**config.mk**
```make
export PLATFORM = sky130hd
export DESIGN_NAME = mem_arbiter_flat
export DESIGN_NICKNAME = d
export VERILOG_FILES = /design/src/rtl/mem_arbiter_if.sv /design/src/rtl/mem_arbiter.sv /design/src/flat_wrapper.sv
export SDC_FILE = /design/constraint.sdc
export NUM_CORES = 1
export LEC_CHECK = 0
export CAP_MARGIN = 25
export CORE_MARGIN = 1
export CORE_UTILIZATION = 44
export DETAILED_ROUTE_END_ITERATION = 10
export HOLD_SLACK_MARGIN = 0.05
export PLACE_DENSITY = 0.88
export REMOVE_ABC_BUFFERS = 1
export SETUP_SLACK_MARGIN = 0.15
export SYNTH_ARGS = -nofsm -noshare
export SYNTH_HDL_FRONTEND = slang
export SYNTH_SLANG_ARGS = --single-unit
export TNS_END_PERCENT = 100
```
**constraint.sdc**
```tcl
create_clock -name clk -period 4.7 [get_ports clk]
set_input_delay 0.705 -clock clk [delete_from_list [all_inputs] [get_ports clk]]
set_output_delay 0.705 -clock clk [all_outputs]
set_load 0.05 [all_outputs]
```
**src/rtl/mem_arbiter_if.sv**
```systemverilog
// Bus bundle between the CPU-side ports, the arbiter and the halfword memory
// controller.
//   IF  : i_if_req/i_if_mode/i_if_addr in, o_if_gnt/o_if_rvalid/o_if_rdata out
//   LS  : i_ls_req/i_ls_we/i_ls_mode/i_ls_addr/i_ls_wdata in,
//         o_ls_gnt/o_ls_rvalid/o_ls_rdata out
//   MC  : o_mc_addr/o_mc_data/o_mc_wr_mode/o_mc_rd_mode out, i_mc_data in
// Directions are named from the arbiter's point of view. The arbiter uses the
// slave modport; the CPU/memory side (or a testbench) uses the master modport.
interface mem_arbiter_if #(
    parameter int ADDR_WIDTH = 13
);
    logic                  i_if_req;
    logic [1:0]            i_if_mode;
    logic [ADDR_WIDTH-1:0] i_if_addr;
    logic                  o_if_gnt;
    logic                  o_if_rvalid;
    logic [31:0]           o_if_rdata;

    logic                  i_ls_req;
    logic                  i_ls_we;
    logic [1:0]            i_ls_mode;
    logic [ADDR_WIDTH-1:0] i_ls_addr;
    logic [31:0]           i_ls_wdata;
    logic                  o_ls_gnt;
    logic                  o_ls_rvalid;
    logic [31:0]           o_ls_rdata;

    logic [ADDR_WIDTH-1:0] o_mc_addr;
    logic [31:0]           o_mc_data;
    logic [1:0]            o_mc_wr_mode;
    logic [1:0]            o_mc_rd_mode;
    logic [31:0]           i_mc_data;

    modport slave (
        input  i_if_req, i_if_mode, i_if_addr,
        output o_if_gnt, o_if_rvalid, o_if_rdata,
        input  i_ls_req, i_ls_we, i_ls_mode, i_ls_addr, i_ls_wdata,
        output o_ls_gnt, o_ls_rvalid, o_ls_rdata,
        output o_mc_addr, o_mc_data, o_mc_wr_mode, o_mc_rd_mode,
        input  i_mc_data
    );

    modport master (
        output i_if_req, i_if_mode, i_if_addr,
        input  o_if_gnt, o_if_rvalid, o_if_rdata,
        output i_ls_req, i_ls_we, i_ls_mode, i_ls_addr, i_ls_wdata,
        input  o_ls_gnt, o_ls_rvalid, o_ls_rdata,
        input  o_mc_addr, o_mc_data, o_mc_wr_mode, o_mc_rd_mode,
        output i_mc_data
    );
endinterface

```
**src/rtl/mem_arbiter.sv**
```systemverilog
// mem_arbiter: shares one halfword memory controller between the instruction
// fetch port (IF) and the load/store port (LS). LS has priority; a starvation
// counter forces an IF grant after STARVE_LIMIT consecutive LS grants taken
// while IF was waiting. 32-bit accesses occupy two controller cycles; read
// data is routed back to the owning port through a 2-deep tag pipe.
// Ports:
//   clk  - clock, all state on rising edge
//   rst  - synchronous reset, active high
//   bus  - mem_arbiter_if.slave (IF port, LS port, memory-controller side)
module mem_arbiter #(
    parameter int MEM_DEPTH    = 2**12,
    parameter int STARVE_LIMIT = 4
) (
    input  logic          clk,
    input  logic          rst,
    mem_arbiter_if.slave  bus
);
    localparam int ADDR_WIDTH = $clog2(MEM_DEPTH * 2);
    localparam int CNT_W      = $clog2(STARVE_LIMIT + 1);
    localparam logic [CNT_W-1:0] CNT_MAX = CNT_W'(STARVE_LIMIT);

    localparam logic [1:0] MODE_NONE = 2'd0;
    localparam logic [1:0] MODE_16   = 2'd1;
    localparam logic [1:0] MODE_32   = 2'd2;

    typedef enum logic {IDLE, SECOND} state_t;

    state_t                state_q, state_d;
    logic [CNT_W-1:0]      starve_q, starve_d;
    logic [ADDR_WIDTH-1:0] addr_q, addr_d;
    logic [31:0]           data_q, data_d;
    logic                  sec_wr_q, sec_wr_d;

    // Read-return tags. The stage a tag enters encodes the access size:
    // 8/16-bit reads enter p1 directly, 32-bit reads enter p0 one cycle earlier.
    logic                  vld_p0_q, vld_p0_d, own_p0_q, own_p0_d;  // own: 1=LS, 0=IF
    logic                  vld_p1_q, vld_p1_d, own_p1_q, own_p1_d;

    logic                  if_rvalid_q, ls_rvalid_q;
    logic [31:0]           if_rdata_q, ls_rdata_q;

    logic                  ls_valid, if_valid, gnt_ls, gnt_if;
    logic [1:0]            wr_mode, rd_mode;
    logic [ADDR_WIDTH-1:0] mc_addr;
    logic [31:0]           mc_data;

    assign ls_valid = bus.i_ls_req && (bus.i_ls_mode != MODE_NONE);
    assign if_valid = bus.i_if_req && (bus.i_if_mode == MODE_16 || bus.i_if_mode == MODE_32);

    always_comb begin
        state_d  = state_q;
        starve_d = starve_q;
        sec_wr_d = sec_wr_q;
        gnt_ls   = 1'b0;
        gnt_if   = 1'b0;
        wr_mode  = MODE_NONE;
        rd_mode  = MODE_NONE;
        mc_addr  = addr_q;
        mc_data  = data_q;
        vld_p0_d = 1'b0;
        own_p0_d = 1'b0;
        vld_p1_d = vld_p0_q;
        own_p1_d = own_p0_q;

        if (state_q == SECOND) begin
            // Second half of a 32-bit access: address/data held, only a store
            // keeps the write strobe asserted.
            state_d = IDLE;
            wr_mode = sec_wr_q ? MODE_32 : MODE_NONE;
        end else if (ls_valid && !(if_valid && starve_q == CNT_MAX)) begin
            gnt_ls  = 1'b1;
            mc_addr = bus.i_ls_addr;
            mc_data = bus.i_ls_wdata;
            if (bus.i_ls_we) begin
                wr_mode = bus.i_ls_mode;
            end else begin
                rd_mode = bus.i_ls_mode;
                if (bus.i_ls_mode == MODE_32) begin
                    vld_p0_d = 1'b1;
                    own_p0_d = 1'b1;
                end else begin
                    vld_p1_d = 1'b1;
                    own_p1_d = 1'b1;
                end
            end
            if (bus.i_ls_mode == MODE_32) begin
                state_d  = SECOND;
                sec_wr_d = bus.i_ls_we;
            end
        end else if (if_valid) begin
            // Fetches carry no write data; o_mc_data keeps its previous value.
            gnt_if  = 1'b1;
            mc_addr = bus.i_if_addr;
            rd_mode = bus.i_if_mode;
            if (bus.i_if_mode == MODE_32) begin
                state_d  = SECOND;
                sec_wr_d = 1'b0;
                vld_p0_d = 1'b1;
            end else begin
                vld_p1_d = 1'b1;
            end
        end

        addr_d = mc_addr;
        data_d = mc_data;

        // Counts LS grants won while a valid fetch waited; any fetch grant or
        // an absent fetch request clears it.
        if (gnt_if || !if_valid) begin
            starve_d = '0;
        end else if (gnt_ls && starve_q != CNT_MAX) begin
            starve_d = starve_q + 1'b1;
        end

        if (rst) begin
            gnt_ls  = 1'b0;
            gnt_if  = 1'b0;
            wr_mode = MODE_NONE;
            rd_mode = MODE_NONE;
            mc_addr = '0;
            mc_data = '0;
        end
    end

    always_ff @(posedge clk) begin
        if (rst) begin
            state_q     <= IDLE;
            starve_q    <= '0;
            addr_q      <= '0;
            data_q      <= '0;
            sec_wr_q    <= 1'b0;
            vld_p0_q    <= 1'b0;
            own_p0_q    <= 1'b0;
            vld_p1_q    <= 1'b0;
            own_p1_q    <= 1'b0;
            if_rvalid_q <= 1'b0;
            ls_rvalid_q <= 1'b0;
            if_rdata_q  <= '0;
            ls_rdata_q  <= '0;
        end else begin
            state_q     <= state_d;
            starve_q    <= starve_d;
            addr_q      <= addr_d;
            data_q      <= data_d;
            sec_wr_q    <= sec_wr_d;
            vld_p0_q    <= vld_p0_d;
            own_p0_q    <= own_p0_d;
            vld_p1_q    <= vld_p1_d;
            own_p1_q    <= own_p1_d;
            // A tag in p1 means the controller is presenting that read's data now.
            if_rvalid_q <= vld_p1_q && !own_p1_q;
            ls_rvalid_q <= vld_p1_q && own_p1_q;
            if (vld_p1_q && !own_p1_q) begin
                if_rdata_q <= bus.i_mc_data;
            end
            if (vld_p1_q && own_p1_q) begin
                ls_rdata_q <= bus.i_mc_data;
            end
        end
    end

    assign bus.o_if_gnt     = gnt_if;
    assign bus.o_ls_gnt     = gnt_ls;
    assign bus.o_if_rvalid  = if_rvalid_q;
    assign bus.o_if_rdata   = if_rdata_q;
    assign bus.o_ls_rvalid  = ls_rvalid_q;
    assign bus.o_ls_rdata   = ls_rdata_q;
    assign bus.o_mc_addr    = mc_addr;
    assign bus.o_mc_data    = mc_data;
    assign bus.o_mc_wr_mode = wr_mode;
    assign bus.o_mc_rd_mode = rd_mode;
endmodule

```
**src/flat_wrapper.sv**
```systemverilog
// flat-port wrapper written by rule: the top's interface ports become plain ports
module mem_arbiter_flat 
#(
    parameter int MEM_DEPTH    = 2**12,
    parameter int STARVE_LIMIT = 4
)
  (clk, rst, bus_i_if_req, bus_i_if_mode, bus_i_if_addr, bus_o_if_gnt, bus_o_if_rvalid, bus_o_if_rdata, bus_i_ls_req, bus_i_ls_we, bus_i_ls_mode, bus_i_ls_addr, bus_i_ls_wdata, bus_o_ls_gnt, bus_o_ls_rvalid, bus_o_ls_rdata, bus_o_mc_addr, bus_o_mc_data, bus_o_mc_wr_mode, bus_o_mc_rd_mode, bus_i_mc_data);
  mem_arbiter_if #(.ADDR_WIDTH((13))) bus_i ();
  input  logic clk;
  input  logic rst;
  input wire logic [$bits(bus_i.i_if_req)-1:0] bus_i_if_req;
  input wire logic [$bits(bus_i.i_if_mode)-1:0] bus_i_if_mode;
  input wire logic [$bits(bus_i.i_if_addr)-1:0] bus_i_if_addr;
  output wire logic [$bits(bus_i.o_if_gnt)-1:0] bus_o_if_gnt;
  output wire logic [$bits(bus_i.o_if_rvalid)-1:0] bus_o_if_rvalid;
  output wire logic [$bits(bus_i.o_if_rdata)-1:0] bus_o_if_rdata;
  input wire logic [$bits(bus_i.i_ls_req)-1:0] bus_i_ls_req;
  input wire logic [$bits(bus_i.i_ls_we)-1:0] bus_i_ls_we;
  input wire logic [$bits(bus_i.i_ls_mode)-1:0] bus_i_ls_mode;
  input wire logic [$bits(bus_i.i_ls_addr)-1:0] bus_i_ls_addr;
  input wire logic [$bits(bus_i.i_ls_wdata)-1:0] bus_i_ls_wdata;
  output wire logic [$bits(bus_i.o_ls_gnt)-1:0] bus_o_ls_gnt;
  output wire logic [$bits(bus_i.o_ls_rvalid)-1:0] bus_o_ls_rvalid;
  output wire logic [$bits(bus_i.o_ls_rdata)-1:0] bus_o_ls_rdata;
  output wire logic [$bits(bus_i.o_mc_addr)-1:0] bus_o_mc_addr;
  output wire logic [$bits(bus_i.o_mc_data)-1:0] bus_o_mc_data;
  output wire logic [$bits(bus_i.o_mc_wr_mode)-1:0] bus_o_mc_wr_mode;
  output wire logic [$bits(bus_i.o_mc_rd_mode)-1:0] bus_o_mc_rd_mode;
  input wire logic [$bits(bus_i.i_mc_data)-1:0] bus_i_mc_data;
  assign bus_i.i_if_req = bus_i_if_req;
  assign bus_i.i_if_mode = bus_i_if_mode;
  assign bus_i.i_if_addr = bus_i_if_addr;
  assign bus_o_if_gnt = bus_i.o_if_gnt;
  assign bus_o_if_rvalid = bus_i.o_if_rvalid;
  assign bus_o_if_rdata = bus_i.o_if_rdata;
  assign bus_i.i_ls_req = bus_i_ls_req;
  assign bus_i.i_ls_we = bus_i_ls_we;
  assign bus_i.i_ls_mode = bus_i_ls_mode;
  assign bus_i.i_ls_addr = bus_i_ls_addr;
  assign bus_i.i_ls_wdata = bus_i_ls_wdata;
  assign bus_o_ls_gnt = bus_i.o_ls_gnt;
  assign bus_o_ls_rvalid = bus_i.o_ls_rvalid;
  assign bus_o_ls_rdata = bus_i.o_ls_rdata;
  assign bus_o_mc_addr = bus_i.o_mc_addr;
  assign bus_o_mc_data = bus_i.o_mc_data;
  assign bus_o_mc_wr_mode = bus_i.o_mc_wr_mode;
  assign bus_o_mc_rd_mode = bus_i.o_mc_rd_mode;
  assign bus_i.i_mc_data = bus_i_mc_data;
  mem_arbiter #(.MEM_DEPTH(MEM_DEPTH), .STARVE_LIMIT(STARVE_LIMIT)) u_core (.clk(clk), .rst(rst), .bus(bus_i));
endmodule
```
# Word-level counts from Yosys, hierarchy flattened
# Index checks and enable logic that the tools add are counted.
classes:
  add_sub_neg: 1
  eq_ne: 6
  mux: 44
  n_bitwise: 2
  reduce_logical: 19
op_table:
  columns: ["op", "count"]
  rows:
  - ["$mux W32", 3]
  - ["$mux W13", 4]
  - ["$mux W1", 27]
  - ["$mux W2", 10]
  - ["$logic_and A1 B1 Y1", 7]
  - ["$reduce_bool A2 Y1", 3]
  - ["$eq A2 B2 Y1 const B", 2]
  - ["$reduce_and A4 Y1", 1]
  - ["$reduce_or A2 Y1", 2]
  - ["$add A3 B1 Y3 const B", 1]
  - ["$eq A3 B3 Y1 const B", 1]
  - ["$logic_not A1 Y1", 3]
  - ["$ne A3 B3 Y1 const B", 1]
  - ["$reduce_or A3 Y1", 1]
  - ["$eq A2 B1 Y1 const B", 1]
  - ["$logic_or A1 B1 Y1", 2]
  - ["$ne A2 B2 Y1 const B", 1]
  - ["$not A1 Y1", 2]
word_totals:
  ff_bits: 120
  inputBits: 99
  output_inout_bits: 117
  elab_cells: 85

# Logic depth before layout (Yosys ltp)
depth:
  word_depth: 10
  mapped_depth: 8
  mapped_depth_nobuf: 6

# Worst setup path after synthesis
# No wires, ideal clock.
synth_path:
  kind: "input-to-output"
  start: "in bus_i_if_mode[0]"
  end: "out bus_o_mc_data[10]"
  t_arrival_ps: 2578
  required_ps: 3995
  slack_ps: 1417
  cell_stages: 8
  path_buffers: 2
  path_cell_list: "inv_1 -> ha_1 -> nand4b_1 -> nand3_2 -> buf_6 -> buf_2 -> nand2_1 -> a21oi_1"
synth_via:
  elab_chain_cells: 9
  word_cells_on_any_way: 10
  classes_between: "2 x eq/ne; 3 x mux; 5 x reduce/logical"
synth_lines:
  columns: ["element", "line", "rtl"]
  rows:
  - ["from (decl)", "flat_wrapper.sv:12", "input wire logic [$bits(bus_i.i_if_mode)-1:0] bus_i_if_mode;"]
  - ["$eq A2 B1 Y1 or $eq A2 B2 Y1 (tied branches)", "mem_arbiter.sv:48", "assign if_valid = bus.i_if_req && (bus.i_if_mode == MODE_16 || bus.i_if_mode == MODE_32);"]
  - ["$logic_or A1 B1 Y1 *", "mem_arbiter.sv:48", null]
  - ["$logic_and A1 B1 Y1 *", "mem_arbiter.sv:48", null]
  - ["$logic_and A1 B1 Y1 *", "mem_arbiter.sv:70", "end else if (ls_valid && !(if_valid && starve_q == CNT_MAX)) begin"]
  - ["$logic_not A1 Y1 *", "mem_arbiter.sv:70", null]
  - ["$logic_and A1 B1 Y1 *", "mem_arbiter.sv:70", null]
  - ["$mux W32 *", "mem_arbiter.sv:70", null]
  - ["$mux W32 *", "mem_arbiter.sv:65", "if (state_q == SECOND) begin"]
  - ["$mux W32 *", null, null]
  - ["to (decl)", "flat_wrapper.sv:26", "output wire logic [$bits(bus_i.o_mc_data)-1:0] bus_o_mc_data;"]
# Mark *: on every way between the ends. The rest lies on a longest branch, timed or not.

# Worst setup path in the final report
layout_path:
  start: "in bus_i_if_mode[0]"
  end: "out bus_o_mc_data[20]"
# The elaborated chain is that of the path after synthesis.

==> impl.org <==
** Global routing
- The via count of the first global-routing pass is 4440.
- Global route total overflow :: 0
- Across every metal layer, demand over resource in global routing totals 26.0%.
- The initial antenna violation count is 0.
- Entering global routing, the biggest net connects 61 pins.
- First-pass GRT wire length :: 21.1 mm

** Floorplanning
- Area enclosed by the die boundary :: 10600 µm²
- Height of the chip :: 103 µm
- Width of the chip :: 103 µm
- Standard cell core area :: 9820 µm²
- Starting utilization of the core area :: 45.8%
- Row Count :: 36
- 216 I/O pins were placed.

** Cells and area
- Nets :: 859
- Fraction of layout instances using a drive strength above 1 :: 10.4%
- Relative to the synthesized area, the layout overhead comes to 61.5%.
- Commonest non-fill, non-tap cells in the layout :: 200 x sky130_fd_sc_hd__nand2_1, 194 x sky130_fd_sc_hd__clkdlybuf4s50_1, 120 x sky130_fd_sc_hd__dfxtp_1, 115 x sky130_fd_sc_hd__a21oi_1, 27 x sky130_fd_sc_hd__buf_4
- The library cell used most frequently in the layout, excluding fill and tap cells, is sky130_fd_sc_hd__nand2_1.
- Final Core Density :: 74.0%
- Diode count :: 0

** Drt
- The detail route stage leaves a number of antenna-violating nets equal to 0.
- The final route contains 4615 vias.
- For this run, design rule violations remaining after detail routing come to 0.
- Dividing the detail-routed wire length by the instance count gives 15.6 µm.
- After the first detailed-routing iteration, the DRC count stood at 195.
- The final layout contains routed wiring with a total length of 14.0 mm.
- Number of iterations in the first detailed-routing pass :: 5
- Dividing the detail-routed via count by the number of cells gives 5.11.

** Worst setup path
- Launching point of the worst reg2reg path :: u_core.starve_q[0]$_SDFFE_PP0P_
- STA classifies the critical path endpoint as an output port.
- In this run the critical register-to-register path is captured at u_core.data_q[7]$_DFF_P_.
- Startpoint type of the worst setup path :: primary input
- Data on the critical path arrives at its endpoint at 3.50 ns.
- The critical path is of the primary input to output port type.
- Setup slack of the most critical reg-to-reg path :: 2.68 ns
- Data on the critical path is required at its endpoint by 3.99 ns.
- Cell depth of the worst flop-to-flop path :: 8
- Crit Path Max Fanout :: 19

** STA
- Relative slew slack :: 55.3%
- Transition time at the pin with the least slew margin :: 0.671 ns
- For the final database, setup skew stands at 0.0142 ns.
- The final number of max-transition violations is 0.
- Adding up every negative setup slack in the final design gives 0 ns.
- Share of the clock period used by the worst path :: 89.4%
- Final setup fails :: 0
- Hold timing on the final database bottoms out at a slack of 0.453 ns.
- Final min period :: 4.20 ns
- RSZ-0062 raised after global routing :: no
- Peak clock frequency supported by timing :: 238 MHz
- Hold Fails Final Rpt :: 0

** Clocking
- Number of sinks driven by the clock tree :: 120
- TritonCTS built the clock tree.
- Total setup buffers inserted after CTS :: 0
- Buffer depth of the longest clock path :: 2
- Clock-pin slew reported for the worst setup and hold paths after clock tree synthesis :: 0.06 ns
- Clock Latency Late Sink :: 0.51 ns
- Root Driver :: sky130_fd_sc_hd__clkbuf_8
- Cts bufs inserted :: 17
- Count of H-tree levels built during CTS :: 4
- Count of hold buffers inserted by post-cts repair :: 0
- Once the clock tree was built, the resizer swapped 0 gates to a different size.

** Synth
- Area of the mapped netlist :: 4500 µm²
- Avg Cell Area, Syn :: 8.13 µm²
- The synthesized design contains 120 register bits.
- Total number of yosys warnings :: 0
- Distinct cells, synth :: 37
- Counting every instance in the synthesized netlist gives 553.
- Sequential area share after synthesis :: 53.4%
- Portion of synthesized cell area occupied by the leading cell type :: 53.4%
- After synthesis, the cell types taking the most area are sky130_fd_sc_hd__dfxtp_1 53%, sky130_fd_sc_hd__nand2_1 17%, sky130_fd_sc_hd__a21oi_1 13%.
- Cell taking the most area after synthesis :: sky130_fd_sc_hd__dfxtp_1

** Hold path
- For hold timing, the worst endpoint is u_core.bus.o_if_rdata[10]$_SDFFE_PP0P_.
- The tightest min-delay check is of the flop to flop type.
- The worst hold path passes through 2 cells.
- The startpoint identified for the worst hold timing path is u_core.bus.o_if_rdata[10]$_SDFFE_PP0P_.

** Power
- Max IR drop VDD :: 0.244 mV
- Total net switching power :: 0.780 mW
- Portion of total power attributed to sequential cells :: 37.7%
- Leakage power total :: 2.69 nW
- Combinational logic burns 17.6% of the power.
- Power Total :: 2.88 mW
- Clock network power share :: 44.7%
- Sw Share :: 27.1%
- PD cells :: 396 nW/µm²
- The internal portion of the total power is 2.10 mW.

** Place
- At the end of routability-driven placement, the weighted congestion stood at 0.878.
- Count of port buffers added during placement :: 215
- The HPWL after detailed placement is 9.56 mm.

** Flow run
- Total of max-cap violations :: 0

** Outcome
- Status :: finished clean
## how the worst max path moves through the flow
stage                     start                end  slack, ns  cells after the start
3_3_place_gp   bus_i_if_mode[0]   bus_o_mc_data[2]       0.61                      9
4_1_cts        bus_i_if_mode[0]  bus_o_mc_data[20]       0.51                      9
2_1_floorplan  bus_i_if_mode[0]   bus_o_mc_data[0]       1.16                      6
5_1_grt        bus_i_if_mode[0]  bus_o_mc_data[20]       0.32                      9
3_5_place_dp   bus_i_if_mode[0]  bus_o_mc_data[14]       0.51                      9
6_report       bus_i_if_mode[0]  bus_o_mc_data[20]       0.50                      9
## cell type report
type	count	area (µm²)
multi-input combinational	377	1840
tap	133	166
sequential	120	2400
timing repair buffer	223	2190
fill	723	2560
clock buffer	21	449
clock inverter	11	145
inverter	18	67.6
## worst max-delay path, stage by stage
cell and delay [ns]:
sky130_fd_sc_hd__clkdlybuf4s50_1 0.48, sky130_fd_sc_hd__inv_1 0.06, sky130_fd_sc_hd__ha_1 0.32, sky130_fd_sc_hd__nand4b_1 0.29
sky130_fd_sc_hd__nand3_2 0.34, sky130_fd_sc_hd__buf_12 0.21, sky130_fd_sc_hd__nand2_1 0.06, sky130_fd_sc_hd__a21oi_1 0.19
sky130_fd_sc_hd__clkdlybuf4s50_1 0.84
## metal layers
metal / track usage (%) / part of all wire [%]
met2: 45.0 / 49
met3: 8.81 / 10
met4: 14.0 / 2.7
met1: 27.9 / 38
met5: 0 / 0
## Yosys cell counts
cell type                    n
sky130_fd_sc_hd__inv_1      18
sky130_fd_sc_hd__mux2i_1     1
sky130_fd_sc_hd__buf_6       5
sky130_fd_sc_hd__o41ai_2     1
sky130_fd_sc_hd__nand3_2     1
sky130_fd_sc_hd__o21ai_2     2
sky130_fd_sc_hd__xnor2_1     1
sky130_fd_sc_hd__nor3_1      2
sky130_fd_sc_hd__a21oi_1   115
sky130_fd_sc_hd__and2b_1     1
sky130_fd_sc_hd__and4_1      1
sky130_fd_sc_hd__nand3b_1    1
sky130_fd_sc_hd__o311ai_0    1
sky130_fd_sc_hd__o221a_2    13
sky130_fd_sc_hd__nor4_1      1
sky130_fd_sc_hd__a31oi_1     1
sky130_fd_sc_hd__and2_1      1
sky130_fd_sc_hd__clkbuf_1   23
sky130_fd_sc_hd__o41ai_1     1
sky130_fd_sc_hd__ha_1        3
sky130_fd_sc_hd__or3_1       3
sky130_fd_sc_hd__o21a_4      1
sky130_fd_sc_hd__and4b_1     2
sky130_fd_sc_hd__buf_4       1
sky130_fd_sc_hd__nor2_1      9
sky130_fd_sc_hd__buf_1       4
sky130_fd_sc_hd__dfxtp_1   120
sky130_fd_sc_hd__and3_1      3
sky130_fd_sc_hd__nor3_4      1
sky130_fd_sc_hd__nor2b_1     2
sky130_fd_sc_hd__nand2b_1    3
sky130_fd_sc_hd__a21oi_2     1
sky130_fd_sc_hd__nand4b_1    1
sky130_fd_sc_hd__buf_2       5
sky130_fd_sc_hd__nand3_1     3
sky130_fd_sc_hd__a32oi_1     1
sky130_fd_sc_hd__nand2_1   200
## power by group through the flow
| stage | combinational (mW) | sequential (mW) | clock [mW] |
|---|---|---|---|
| after global placement | 0.493 | 1.10 | 0 |
| after detailed placement | 0.502 | 1.10 | 0 |
| after floorplan | 0.216 | 1.16 | 0 |
| after global routing | 0.536 | 1.09 | 1.35 |
| final | 0.507 | 1.08 | 1.29 |
| after CTS | 0.507 | 1.08 | 1.30 |
## sequential cells by signal, indices dropped and copies added, names as in the netlist
signal and cells:
u_core.bus.o_if_rdata 32, u_core.bus.o_ls_rdata 32, u_core.data_q 32, u_core.addr_q 13, u_core.starve_q 3, u_core.bus.o_if_rvalid 1
u_core.bus.o_ls_rvalid 1, u_core.own_p0_q 1, u_core.own_p1_q 1, u_core.sec_wr_q 1, u_core.state_q 1, u_core.vld_p0_q 1
u_core.vld_p1_q 1
## kinds of logic (layout without fill, tap and decap cells)
| logic type | Yosys count | in the layout | synth area share (%) |
|---|---|---|---|
| and+or+nand+nor | 235 | 235 | 21.6 |
| muxes | 1 | 1 | 0.223 |
| AOI/OAI and AO/OA | 137 | 137 | 18.1 |
| adders and majority gates | 3 | 3 | 0.835 |
| xor gates and xnor gates | 1 | 1 | 0.195 |
| DFF | 120 | 120 | 53.4 |
| buffers and inverters | 56 | 273 | 5.73 |
## through the flow
stage	setup WS, ns	instances	instance area [µm²]
final	0.497	903	7260
after global routing	0.316	903	7260
after CTS	0.513	903	7260
after detailed placement	0.511	871	6670
after global placement	0.611	870	6640
after floorplan	1.16	515	4310
(Power assumes the default switching activity.)
